--- src/rtl/kat_adc_pkg.sv ---
// Shared definitions for the QDR snapshot readback path: FSM encoding,
// QDR word lane layout and the 36-bit to 32-bit unpack helper.
package kat_adc_pkg;

    typedef enum logic [1:0] {
        ST_IDLE  = 2'd0,
        ST_ISSUE = 2'd1,
        ST_DRAIN = 2'd2
    } state_t;

    // A QDR word is four 9-bit lanes; each lane is 8 data bits with the
    // pad bit on top, so pad bits sit at l*LANE_STRIDE + LANE_W = 8/17/26/35.
    localparam int LANES       = 4;
    localparam int LANE_W      = 8;
    localparam int LANE_STRIDE = 9;
    localparam int QDR_WORD_W  = LANES * LANE_STRIDE;
    localparam int OUT_WORD_W  = LANES * LANE_W;

    // Drop the pad bit of every lane and pack the data bytes densely.
    function automatic logic [OUT_WORD_W-1:0] qdr_unpack(input logic [QDR_WORD_W-1:0] din);
        logic [OUT_WORD_W-1:0] w;
        w = '0;
        for (int l = 0; l < LANES; l++) begin
            w[l*LANE_W +: LANE_W] = din[l*LANE_STRIDE +: LANE_W];
        end
        return w;
    endfunction

endpackage

--- src/rtl/kat_adc_rb_fifo.sv ---
// Small first-word-fall-through FIFO that buffers unpacked QDR read data
// for the software-facing consumer. The head word is visible on dout the
// cycle after it is pushed; push and pop in the same cycle both take effect.
module kat_adc_rb_fifo #(
    parameter int AW = 4,
    parameter int W  = 32
) (
    input  logic          clk,
    input  logic          rst,
    input  logic          push,
    input  logic [W-1:0]  din,
    input  logic          pop,
    output logic [W-1:0]  dout,
    output logic          empty,
    output logic [AW:0]   count
);

    localparam int DEPTH = 1 << AW;

    logic [W-1:0]  mem [0:DEPTH-1];
    logic [AW-1:0] wr_ptr_reg;
    logic [AW-1:0] rd_ptr_reg;
    logic [AW:0]   count_reg;
    logic [AW:0]   count_next;

    // Storage write; contents need no reset because count gates validity.
    always_ff @(posedge clk) begin
        if (push) begin
            mem[wr_ptr_reg] <= din;
        end
    end

    // Occupancy bookkeeping for simultaneous push/pop.
    always_comb begin
        count_next = count_reg;
        case ({push, pop})
            2'b10:   count_next = count_reg + {{AW{1'b0}}, 1'b1};
            2'b01:   count_next = count_reg - {{AW{1'b0}}, 1'b1};
            default: count_next = count_reg;
        endcase
    end

    // Pointer and count registers; reset flushes the FIFO.
    always_ff @(posedge clk) begin
        if (rst) begin
            wr_ptr_reg <= '0;
            rd_ptr_reg <= '0;
            count_reg  <= '0;
        end else begin
            if (push) begin
                wr_ptr_reg <= wr_ptr_reg + 1'b1;
            end
            if (pop) begin
                rd_ptr_reg <= rd_ptr_reg + 1'b1;
            end
            count_reg <= count_next;
        end
    end

    // Depth is tiny, so the head is read straight from storage (distributed RAM).
    assign dout  = mem[rd_ptr_reg];
    assign empty = (count_reg == '0);
    assign count = count_reg;

endmodule

--- src/rtl/kat_adc_qdr_readback.sv ---
// Streams a captured ADC snapshot out of one QDR bank into the software
// buffer. Reads are credit-limited so that requests in flight plus words
// already buffered never exceed the FIFO depth.
module kat_adc_qdr_readback
    import kat_adc_pkg::*;
#(
    parameter int QDR_SIZE = 14,
    parameter int FIFO_AW  = 4
) (
    input  logic                clk,
    input  logic                rst,
    input  logic                start,
    input  logic [QDR_SIZE-1:0] base_addr,
    input  logic [QDR_SIZE:0]   length,
    output logic                busy,
    output logic                done,
    output logic                error,
    output logic [31:0]         qdr_address,
    output logic                qdr_rd_en,
    output logic                qdr_wr_en,
    output logic [3:0]          qdr_be,
    output logic [35:0]         qdr_dout,
    input  logic [35:0]         qdr_din,
    input  logic                qdr_ack,
    input  logic                qdr_phy_ready,
    input  logic                qdr_cal_fail,
    output logic [31:0]         out_data,
    output logic                out_valid,
    input  logic                out_ready
);

    state_t              state_reg, state_next;
    logic [QDR_SIZE-1:0] base_reg, base_next;
    logic [QDR_SIZE-1:0] addr_reg, addr_next;
    logic [QDR_SIZE:0]   length_reg, length_next;
    logic [QDR_SIZE:0]   issued_reg, issued_next;
    logic [FIFO_AW:0]    outstanding_reg, outstanding_next;
    logic                rd_en_reg, rd_en_next;
    logic                done_reg, done_next;
    logic                error_reg, error_next;

    logic [FIFO_AW:0]    fifo_count;
    logic [FIFO_AW:0]    fifo_count_next;
    logic [FIFO_AW+1:0]  credit_used;
    logic                fifo_empty;
    logic                ack_take;
    logic                pop;
    logic [31:0]         fifo_din;
    logic [31:0]         fifo_dout;

    kat_adc_rb_fifo #(
        .AW (FIFO_AW),
        .W  (32)
    ) u_fifo (
        .clk   (clk),
        .rst   (rst),
        .push  (ack_take),
        .din   (fifo_din),
        .pop   (pop),
        .dout  (fifo_dout),
        .empty (fifo_empty),
        .count (fifo_count)
    );

    // Next-state logic; the read strobe is decided one cycle ahead so it
    // can be registered while still following start by a single cycle.
    always_comb begin
        // Acks in IDLE (late or spurious) and acks with nothing in flight are dropped.
        ack_take         = qdr_ack && (state_reg != ST_IDLE) && (outstanding_reg != '0);
        pop              = out_ready && !fifo_empty;
        fifo_din         = qdr_unpack(qdr_din);
        outstanding_next = outstanding_reg + {{FIFO_AW{1'b0}}, rd_en_reg}
                                           - {{FIFO_AW{1'b0}}, ack_take};
        fifo_count_next  = fifo_count + {{FIFO_AW{1'b0}}, ack_take}
                                      - {{FIFO_AW{1'b0}}, pop};
        issued_next      = issued_reg + {{QDR_SIZE{1'b0}}, rd_en_reg};
        credit_used      = {1'b0, outstanding_next} + {1'b0, fifo_count_next};

        state_next  = state_reg;
        base_next   = base_reg;
        length_next = length_reg;
        addr_next   = addr_reg;
        rd_en_next  = 1'b0;
        done_next   = done_reg;
        error_next  = error_reg;

        case (state_reg)
            ST_IDLE: begin
                if (start) begin
                    if (qdr_phy_ready && !qdr_cal_fail) begin
                        state_next       = ST_ISSUE;
                        base_next        = base_addr;
                        length_next      = length;
                        addr_next        = base_addr;
                        rd_en_next       = (length != '0);
                        issued_next      = '0;
                        outstanding_next = '0;
                        done_next        = 1'b0;
                        error_next       = 1'b0;
                    end else begin
                        error_next = 1'b1;
                    end
                end
            end
            ST_ISSUE: begin
                if (issued_next == length_reg) begin
                    state_next = ST_DRAIN;
                end else begin
                    // Upper bits clear means total commitment stays below FIFO depth.
                    rd_en_next = (credit_used[FIFO_AW+1:FIFO_AW] == 2'b00);
                    addr_next  = base_reg + issued_next[QDR_SIZE-1:0];
                end
            end
            ST_DRAIN: begin
                if ((outstanding_next == '0) && (fifo_count_next == '0)) begin
                    state_next = ST_IDLE;
                    done_next  = 1'b1;
                end
            end
            default: begin
                state_next = ST_IDLE;
            end
        endcase
    end

    // State and registered outputs; reset aborts any transfer in progress.
    always_ff @(posedge clk) begin
        if (rst) begin
            state_reg       <= ST_IDLE;
            base_reg        <= '0;
            addr_reg        <= '0;
            length_reg      <= '0;
            issued_reg      <= '0;
            outstanding_reg <= '0;
            rd_en_reg       <= 1'b0;
            done_reg        <= 1'b0;
            error_reg       <= 1'b0;
        end else begin
            state_reg       <= state_next;
            base_reg        <= base_next;
            addr_reg        <= addr_next;
            length_reg      <= length_next;
            issued_reg      <= issued_next;
            outstanding_reg <= outstanding_next;
            rd_en_reg       <= rd_en_next;
            done_reg        <= done_next;
            error_reg       <= error_next;
        end
    end

    assign busy        = (state_reg != ST_IDLE);
    assign done        = done_reg;
    assign error       = error_reg;
    assign qdr_address = {{(32-QDR_SIZE){1'b0}}, addr_reg};
    assign qdr_rd_en   = rd_en_reg;
    assign qdr_wr_en   = 1'b0;
    assign qdr_be      = 4'b1111;
    assign qdr_dout    = '0;
    assign out_data    = fifo_dout;
    assign out_valid   = !fifo_empty;

endmodule

--- config.mk ---
export PLATFORM = sky130hd
export DESIGN_NAME = kat_adc_qdr_readback
export DESIGN_NICKNAME = d
export VERILOG_FILES = /design/src/rtl/kat_adc_pkg.sv /design/src/rtl/kat_adc_rb_fifo.sv /design/src/rtl/kat_adc_qdr_readback.sv
export SDC_FILE = /design/constraint.sdc
export NUM_CORES = 1
export LEC_CHECK = 0
export CAP_MARGIN = 20
export CORE_MARGIN = 4
export CORE_UTILIZATION = 50
export CTS_CLUSTER_SIZE = 25
export DETAILED_ROUTE_END_ITERATION = 10
export GPL_TIMING_DRIVEN = 0
export PLACE_DENSITY_LB_ADDON = 0.12
export SLEW_MARGIN = 20
export SYNTH_ARGS = -nofsm -noshare
export SYNTH_HDL_FRONTEND = slang
export SYNTH_SLANG_ARGS = --single-unit
--- constraint.sdc ---
create_clock -name clk -period 4.4 [get_ports clk]
set_clock_uncertainty 0.1 [all_clocks]
set_input_delay 0.66 -clock clk [delete_from_list [all_inputs] [get_ports clk]]
set_output_delay 0.66 -clock clk [all_outputs]
set_load 0.01 [all_outputs]
Word-level counts from Yosys, hierarchy flattened

Memory sizes are Yosys's and may differ from the RTL's. A register that Yosys moved wholly into a read port is not among the register bits.
Cells that the tools add are included.

Register bits after elaboration: 81
Bits in writable memories: 512
Output and inout port bits: 110
Logic and storage cells: 86
Memories kept: 1

$add $sub $neg: 11
Eq/ne operators: 10
Muxes and demuxes: 29
Reductions and logical operators: 23

Memory list:

| name       | words | bits a word | rd ports | clocked after Yosys merged registers in | write ports | line                  | RTL |
|---|---|---|---|---|---|---|---|
| u_fifo.mem | 16    | 32          | 1        | 1                                       | 1           | kat_adc_rb_fifo.sv:20 | `logic [W-1:0] mem [0:DEPTH-1];` |

Operator list:

| cell                | number |
|---|---|
| $mux 15             | 3 |
| $mux 14             | 3 |
| $pmux 14 s2         | 1 |
| $add 15x1->15       | 1 |
| $eq 15x15->1        | 1 |
| $logic_not 5->1     | 3 |
| $mux 5              | 3 |
| $reduce_bool 15->1  | 1 |
| $add 14x14->14      | 1 |
| $reduce_and 4->1    | 3 |
| $add 5x1->5         | 2 |
| $ne 2x2->1 const B  | 5 |
| $pmux 5 s2          | 1 |
| $sub 5x1->5         | 2 |
| $mux 1              | 9 |
| $add 4x1->4 const B | 2 |
| $mux 2              | 4 |
| $mux 4              | 2 |
| $reduce_bool 2->1   | 4 |
| $add 5x5->6         | 1 |
| $pmux 2 s3          | 1 |
| $add 5x1->5 const B | 1 |
| $logic_and 1x1->1   | 5 |
| $reduce_bool 5->1   | 1 |
| 8 further kinds     | 13 |

Depth between registers and ports, before layout

Gate-level depths: netlist (run 1).

Word-level depth: 9
Mapped depth: 18
Mapped depth without buffers: 18

Modules after synthesis

A second synthesis (run 1) with hierarchy kept.

Cells, all modules: 1479
Area, all modules: 24818.8 um2

Modules (own cells, without submodules):

| module               | instances | cells an instance | area each (um2) | seq. area each (um2) |
|---|---|---|---|---|
| kat_adc_rb_fifo      | 1         | 897               | 20064.2         | 15715.1 |
| kat_adc_qdr_readback | 1         | 582               | 4754.6          | 1361.3 |

Worst setup path before layout (run 1)

OpenSTA, ideal clock, no wires.

Kind: input-to-reg
From: in qdr_ack
To: mem u_fifo.mem[3][0] (enable)
Setup time: 0.461 ns
Arrival time: 3.719 ns
Setup slack: 0.120 ns
Stages: 4
Buffers on the path: 0
Cell sequence: nand2_1 -> a31oi_1 -> nand2_1 -> nor3_1

Cells in the longest elaborated chain, start to end: 4

Ends and longest elaborated chain:

| element                        | line                       | RTL |
|---|---|---|
| start: declaration             | kat_adc_qdr_readback.sv:24 | `input logic qdr_ack,` |
| $logic_and 1x1->1 (2 in a row) | kat_adc_qdr_readback.sv:69 | `ack_take = qdr_ack && (state_reg != ST_IDLE) && (outstanding_reg != '0);` |
| net ack_take                   | kat_adc_qdr_readback.sv:46 | `logic ack_take;` |
| $mux 1                         | kat_adc_rb_fifo.sv:28      | `if (push) begin` |
| $mux 1 (not written as such)   | kat_adc_rb_fifo.sv:29      | `mem[wr_ptr_reg] <= din;` |
| end: declaration               | kat_adc_rb_fifo.sv:20      |  |

The timed path passes the listed nets, and every way through them passes these cells.

==> flow_metrics.env, run 1 <==
export IMPL_status="complete, no violations"
export IMPL_start_util_pct=50.4
export IMPL_path_clk_slew_ns=0.06
export IMPL_die_h_um=230
export IMPL_design_die_area_um2=52900
export IMPL_yosysTopAreaCellShare_pct=62.4
export IMPL_cap_violations=0
export IMPL_reg2regPathDepth=13
export IMPL_holdPathStages=2
export IMPL_cts_root_buf="clkbuf_16"
export IMPL_drtIter0Drc=1103
export IMPL_hold_end="length_reg[6]$_SDFFE_PP0P_"
export IMPL_ctsHoldBuffers=0
export IMPL_synth_top_area_cell="edfxtp_1"
export IMPL_synth_area_um2=24600
export IMPL_antenna_found_initial=1
export IMPL_placedCellCount=2266
export IMPL_pin_count=182
export IMPL_cp_slowest_cell="clkbuf_1"
export IMPL_hold_viol_final=0
export IMPL_hp_class="reg -> reg"
export IMPL_nets=1780
export IMPL_rsz0062_at_grt="true"
export IMPL_slew_headroom_pct=36.0
export IMPL_yosys_top_cells_count="edfxtp_1 (512), mux4_2 (160), dfxtp_1 (85), nand2_1 (85), nor2_1 (63)"
export IMPL_ys_seq_area_share_pct=69.3
export IMPL_whs_ns=0.356
export IMPL_r2r_end="addr_reg[13]$_SDFFE_PP0P_"
export IMPL_synth_edf_count=512
export IMPL_grt_usage_pct=22.0
export IMPL_wl_per_cell_um=24.3
export IMPL_holdCritStartpoint="length_reg[6]$_SDFFE_PP0P_"
export IMPL_path_buf_inv=3
export IMPL_core_area_um2=48800
export IMPL_cts_setup_buffers=0
export IMPL_final_period_utilization_pct=97.5
export IMPL_cts_buffers=60
export IMPL_synth_area_per_cell_um2=17.8
export IMPL_drc_errors=0
export IMPL_end_kind="primary output"
export IMPL_place_gp_congestion=0.849
export IMPL_die_x_um=230
export IMPL_drt_wl_total_mm=57.8
export IMPL_power_total_w=0.0123
export IMPL_ys_ff_latch=597
export IMPL_crit_cells=5
export IMPL_cts_tree="yes"
export IMPL_yosys_cell_types_count=65
export IMPL_dp_hpwl_mm=38.4
export IMPL_r2r_start="qdr_rd_en$_SDFF_PP0_"
export IMPL_firstDrtPassIters=6
export IMPL_layout_drive_gt1_share_pct=24.0
export IMPL_ys_dominant_reg_cell="edfxtp_1"
export IMPL_instances_no_fill=2380
export IMPL_vias_per_cell=5.62
export IMPL_postLayoutCellArea_um2=29800
export IMPL_arrival_ns=3.53
export IMPL_regToRegSetupSlack_ns=0.40
export IMPL_numPortBuffers=117
export IMPL_cp_max_fo=10
export IMPL_fillCellCount=3630
export IMPL_p_leak_nw=9.92
export IMPL_clk_path_buf_depth=3
export IMPL_crit_required_ns=3.64
export IMPL_numClockSinks=597
export IMPL_largest_register_ffs=512
export IMPL_slowest_delay_ns=0.66
export IMPL_drv_slew=0
export IMPL_rows=81
export IMPL_grt_start_max_net_pins=17
export IMPL_grt_pass1_vias=13747
export IMPL_max_vdd_ir_drop_uv=347
export IMPL_crit_path_cell_trace="clkbuf_1, clkbuf_1, mux4_2, mux4_2, clkdlybuf4s50_1"
export IMPL_htreeDepth=2
export IMPL_path_class="reg -> out"
export IMPL_critPathLaunchType="flip-flop"
export IMPL_synth_area_leaders="edfxtp_1 (62%), mux4_2 (15%), dfxtp_1 (6.9%), ha_1 (2.0%), buf_4 (1.8%)"
export IMPL_async_reset_ff_share_pct=0
export IMPL_synth_warnings=0
export IMPL_setup_viol=0
export IMPL_clk_latency_ns=0.63
export IMPL_overflow=0
export IMPL_synthCells=1384
export IMPL_yosysMostFrequentCell="edfxtp_1"
export IMPL_p_per_area_nw_per_um2=414
export IMPL_tightest_slew_ns=0.960
export IMPL_finalCriticalPeriod_ns=4.29
export IMPL_max_freq_mhz=233
export IMPL_ant_nets=0
export IMPL_grt_pass1_wl_mm=86.7
export IMPL_vias=13373
export IMPL_path_delay_family="buffers and inverters"
export IMPL_syn_to_final_growth_pct=20.9
export IMPL_place_area_um2=27800
## tightest hold or removal path: stages (launching register included)
cell and delay, ns:
dfxtp_1 0.31, nand2_1 0.05, a21oi_1 0.05
## power by group
part	total [W]	leakage, nW	internal (W)	switching [W]
registers	0.00623	5.29	0.00619	0.0000377
logic	0.00118	3.70	0.000587	0.000596
clock network	0.00493	0.931	0.00282	0.00211
## timing repair
item,4_1_cts,5_1_grt
endpoints found under the hold margin,0,0
resized for setup,34,12
endpoints found under the setup margin,32,23
## final cells by class
class	count	area [um2]	share of cell area (%)
repair buffers	161	2010	6.74
clock buffers	75	1570	5.26
inverters	35	131	0.441
plain buffers	122	754	2.53
diodes	1	2.50	0.00840
well taps	664	831	2.79
multi-input cells	687	7080	23.8
flip-flops and latches	597	17100	57.3
clock inverters	38	337	1.13
## metrics by stage
step           setup TNS (ns)  util, %  setup WS (ns)
3_5_place_dp           -0.662     56.9         -0.363
6_report                    0     61.0          0.109
3_3_place_gp         -1113.79     55.0          -3.79
4_1_cts                     0     60.9         0.0306
5_1_grt               -0.0539     61.0        -0.0139
2_1_floorplan               0        -          0.120
## cell usage in the layout, fill, tap and decap left out, drive strengths merged, types with 28 or more instances in the layout
cell,n
conb,59
clkinv,28
nor2,63
buf,111
ha,40
mux4,160
clkbuf,124
dfxtp,85
edfxtp,512
inv,37
a21oi,54
clkdlybuf4s50,117
xnor2,29
nand2,86
## kinds of logic (layout without fill, tap and decap cells)
group,Yosys count,after routing,share of synthesized area [%]
AND/OR/NAND/NOR,243,243,4.93
AO/OA/AOI/OAI,122,122,3.16
flip-flops,597,597,69.3
multiplexers,165,165,14.8
other,2,60,0.0305
buffers and inverters,157,431,3.30
XOR/XNOR,54,54,2.04
adder cells (fa/ha/maj),44,44,2.36
## layer usage
metal  part of all wire (%)  track usage, %  wire [um]
met1                     42            31.1      24400
met2                     50            36.0      28800
met3                    6.1            3.79       3530
met4                    1.9            5.58       1080
met5                      0               0          0
## worst max path at each step
stage	slack, ns	startpoint	endpoint
CTS	0.03	flip-flop	out_data[10]
floorplan	0.12	qdr_ack	u_fifo.mem[3][0]$_DFFE_PP_
detailed placement	-0.36	qdr_ack	qdr_rd_en$_SDFF_PP0_
global route	-0.01	flip-flop	out_data[21]
finish	0.11	flip-flop	out_data[23]
global placement	-3.79	qdr_ack	u_fifo.mem[3][4]$_DFFE_PP_
(Power assumes the default switching activity.)
==> run 2: changes to the inputs <==
CAP_MARGIN = unset   (was 20)
PLACE_DENSITY = 0.77   (was unset)
PLACE_DENSITY_LB_ADDON = unset   (was 0.12)
==> flow_metrics.env, run 2 (synthesis results as in run 1) <==
export IMPL_hold_viol_final=0
export IMPL_fin_tns_setup_ns=0
export IMPL_drtIter0Drc=1542
export IMPL_finalCriticalPeriod_ns=4.28
export IMPL_design_die_area_um2=52900
export IMPL_drc_errors=0
export IMPL_critPathLaunchType="flip-flop"
export IMPL_layout_drive_gt1_share_pct=23.9
export IMPL_gr_usage_met1_pct=28.7
export IMPL_mostFrequentLayoutCell="edfxtp_1"
export IMPL_max_freq_mhz=234
export IMPL_met2_usage_pct=40.0
export IMPL_seq_power_share_pct=50.0
export IMPL_whs_ns=0.363
export IMPL_fillCellCount=3498
export IMPL_end_kind="primary output"
export IMPL_multi_input_area_um2=7070
export IMPL_cts_resized=36
export IMPL_setup_viol=0
export IMPL_slew_headroom_pct=34.0
export IMPL_numClockSinks=597
export IMPL_grt_pass1_wl_mm=89.6
export IMPL_path_buf_inv=3
export IMPL_drv_slew=0
export IMPL_cts_tree="yes"
export IMPL_largest_register_ffs=512
export IMPL_antenna_found_initial=1
export IMPL_vias_per_cell=5.78
export IMPL_grt_busiest_layer="met2"
export IMPL_ctsHoldBuffers=0
export IMPL_clk_latency_ns=0.62
export IMPL_final_cell_mix="edfxtp_1 (512), mux4_2 (160), clkdlybuf4s50_1 (117)"
export IMPL_crit_path_frequent_cell="mux4_2"
export IMPL_pin_count=182
export IMPL_path_delay_family="buffers and inverters"
export IMPL_die_x_um=230
export IMPL_place_area_um2=27600
export IMPL_crit_required_ns=3.64
export IMPL_path_class="reg -> out"
export IMPL_max_vdd_ir_drop_uv=284
export IMPL_overflow=0
export IMPL_die_h_um=230
export IMPL_path_clk_slew_ns=0.06
export IMPL_switching_power_w=0.00278
export IMPL_arrival_ns=3.52
export IMPL_slowest_delay_ns=0.59
export IMPL_tightest_slew_ns=0.990
export IMPL_cp_max_fo=10
export IMPL_numPortBuffers=117
export IMPL_hp_class="reg -> reg"
export IMPL_postLayoutCellArea_um2=29600
export IMPL_cts_setup_buffers=0
export IMPL_cp_slowest_cell="mux4_2"
export IMPL_wl_per_cell_um=25.5
export IMPL_start_util_pct=50.4
export IMPL_clk_path_buf_depth=3
export IMPL_p_int_w=0.00967
export IMPL_switching_share_pct=22.4
export IMPL_htreeDepth=2
export IMPL_grt_usage_pct=22.7
export IMPL_pwr_share_comb_pct=9.5
export IMPL_status="complete, no violations"
export IMPL_grt_start_max_net_pins=19
export IMPL_dp_hpwl_mm=38.4
export IMPL_cts_buffers=58
export IMPL_place_gp_congestion=0.876
export IMPL_nets=1771
export IMPL_core_area_um2=48800
export IMPL_cts_root_buf="clkbuf_16"
export IMPL_firstDrtPassIters=6
export IMPL_register_area_um2=17100
export IMPL_ant_nets=0
export IMPL_grt_pass1_vias=14149
export IMPL_vias=13697
export IMPL_cap_violations=0
export IMPL_rows=81
export IMPL_rsz0062_at_grt="false"
export IMPL_p_leak_nw=9.85
export IMPL_p_clk_share_pct=40.4
export IMPL_crit_path_cell_trace="clkbuf_2, clkdlybuf4s15_2, mux4_2, mux4_2, clkdlybuf4s50_1"
export IMPL_grtUsageMet3_pct=4.79
export IMPL_final_period_utilization_pct=97.3
export IMPL_drt_wl_total_mm=60.3
export IMPL_p_per_area_nw_per_um2=420
export IMPL_syn_to_final_growth_pct=20.3
[run 2: cell count changes in the layout (fill, tap and decap cells not counted), sizes merged]
cell,before,now
bufinv,5,7
buf,111,104
clkdlybuf4s18,1,0
clkinvlp,3,1
clkdlybuf4s15,5,6
clkbuf,124,121
clkinv,28,25
diode,1,2
[run 2: metal layers]
| metal | wire length (um) | part of all wire (%) |
|---|---|---|
| met1 | 22200 | 37 |
| met2 | 32200 | 53 |
| met3 | 4400 | 7.3 |
| met4 | 1450 | 2.4 |
| met5 | 0 | 0 |
[run 2: path summary, 6_finish.rpt]
kind	cells past startpoint	startpoint	end	slack, ns
setup / recovery	5	flip-flop	out_data[26]	0.12
hold reg to reg	2	base_reg[4]$_SDFFE_PP0P_	base_reg[4]$_SDFFE_PP0P_	0.36
hold / removal	2	base_reg[4]$_SDFFE_PP0P_	base_reg[4]$_SDFFE_PP0P_	0.36
setup reg to reg	13	qdr_rd_en$_SDFF_PP0_	addr_reg[13]$_SDFFE_PP0P_	0.36
[run 2: area by class of cell]
class | count | area share, %
Timing Repair Buffer | 154 | 6.11
Tap cell | 664 | 2.81
Antenna cell | 2 | 0.0169
Sequential cell | 597 | 57.7
Clock inverter | 35 | 1.38
Buffer | 122 | 2.56
Multi-Input combinational cell | 687 | 23.9
Clock buffer | 72 | 5.15
Inverter | 35 | 0.444
[run 2: worst register-to-register path, stage by stage (launching register included)]
cell and delay (ns):
dfxtp_1 0.40, ha_1 0.21, ha_1 0.35, inv_1 0.13
nor2_1 0.39, xor2_1 0.39, ha_1 0.38, and3_1 0.21
a311oi_1 0.50, o21bai_1 0.11, a31o_2 0.27, xnor2_1 0.12
a211o_1 0.30, mux2i_1 0.11
[run 2: metrics by stage]
step	utilization, %	total power (W)	setup WS [ns]	cells
global route	60.6	0.0129	0.0137	2367
global placement	55.0	0.00747	-3.11	2222
CTS	60.6	0.0125	0.0100	2366
detailed placement	56.5	0.00751	-0.356	2259
floorplan	-	0.00708	0.120	1441
finish	60.6	0.0124	0.121	2368
[run 2: power groups by stage]
stage / Combinational, W / Sequential, W / Clock, W
6_report: 0.00119 / 0.00623 / 0.00503
5_1_grt: 0.00129 / 0.00623 / 0.00537
4_1_cts: 0.00119 / 0.00623 / 0.00509
3_5_place_dp: 0.00117 / 0.00635 / 0
3_3_place_gp: 0.00113 / 0.00635 / 0
2_1_floorplan: 0.000737 / 0.00635 / 0
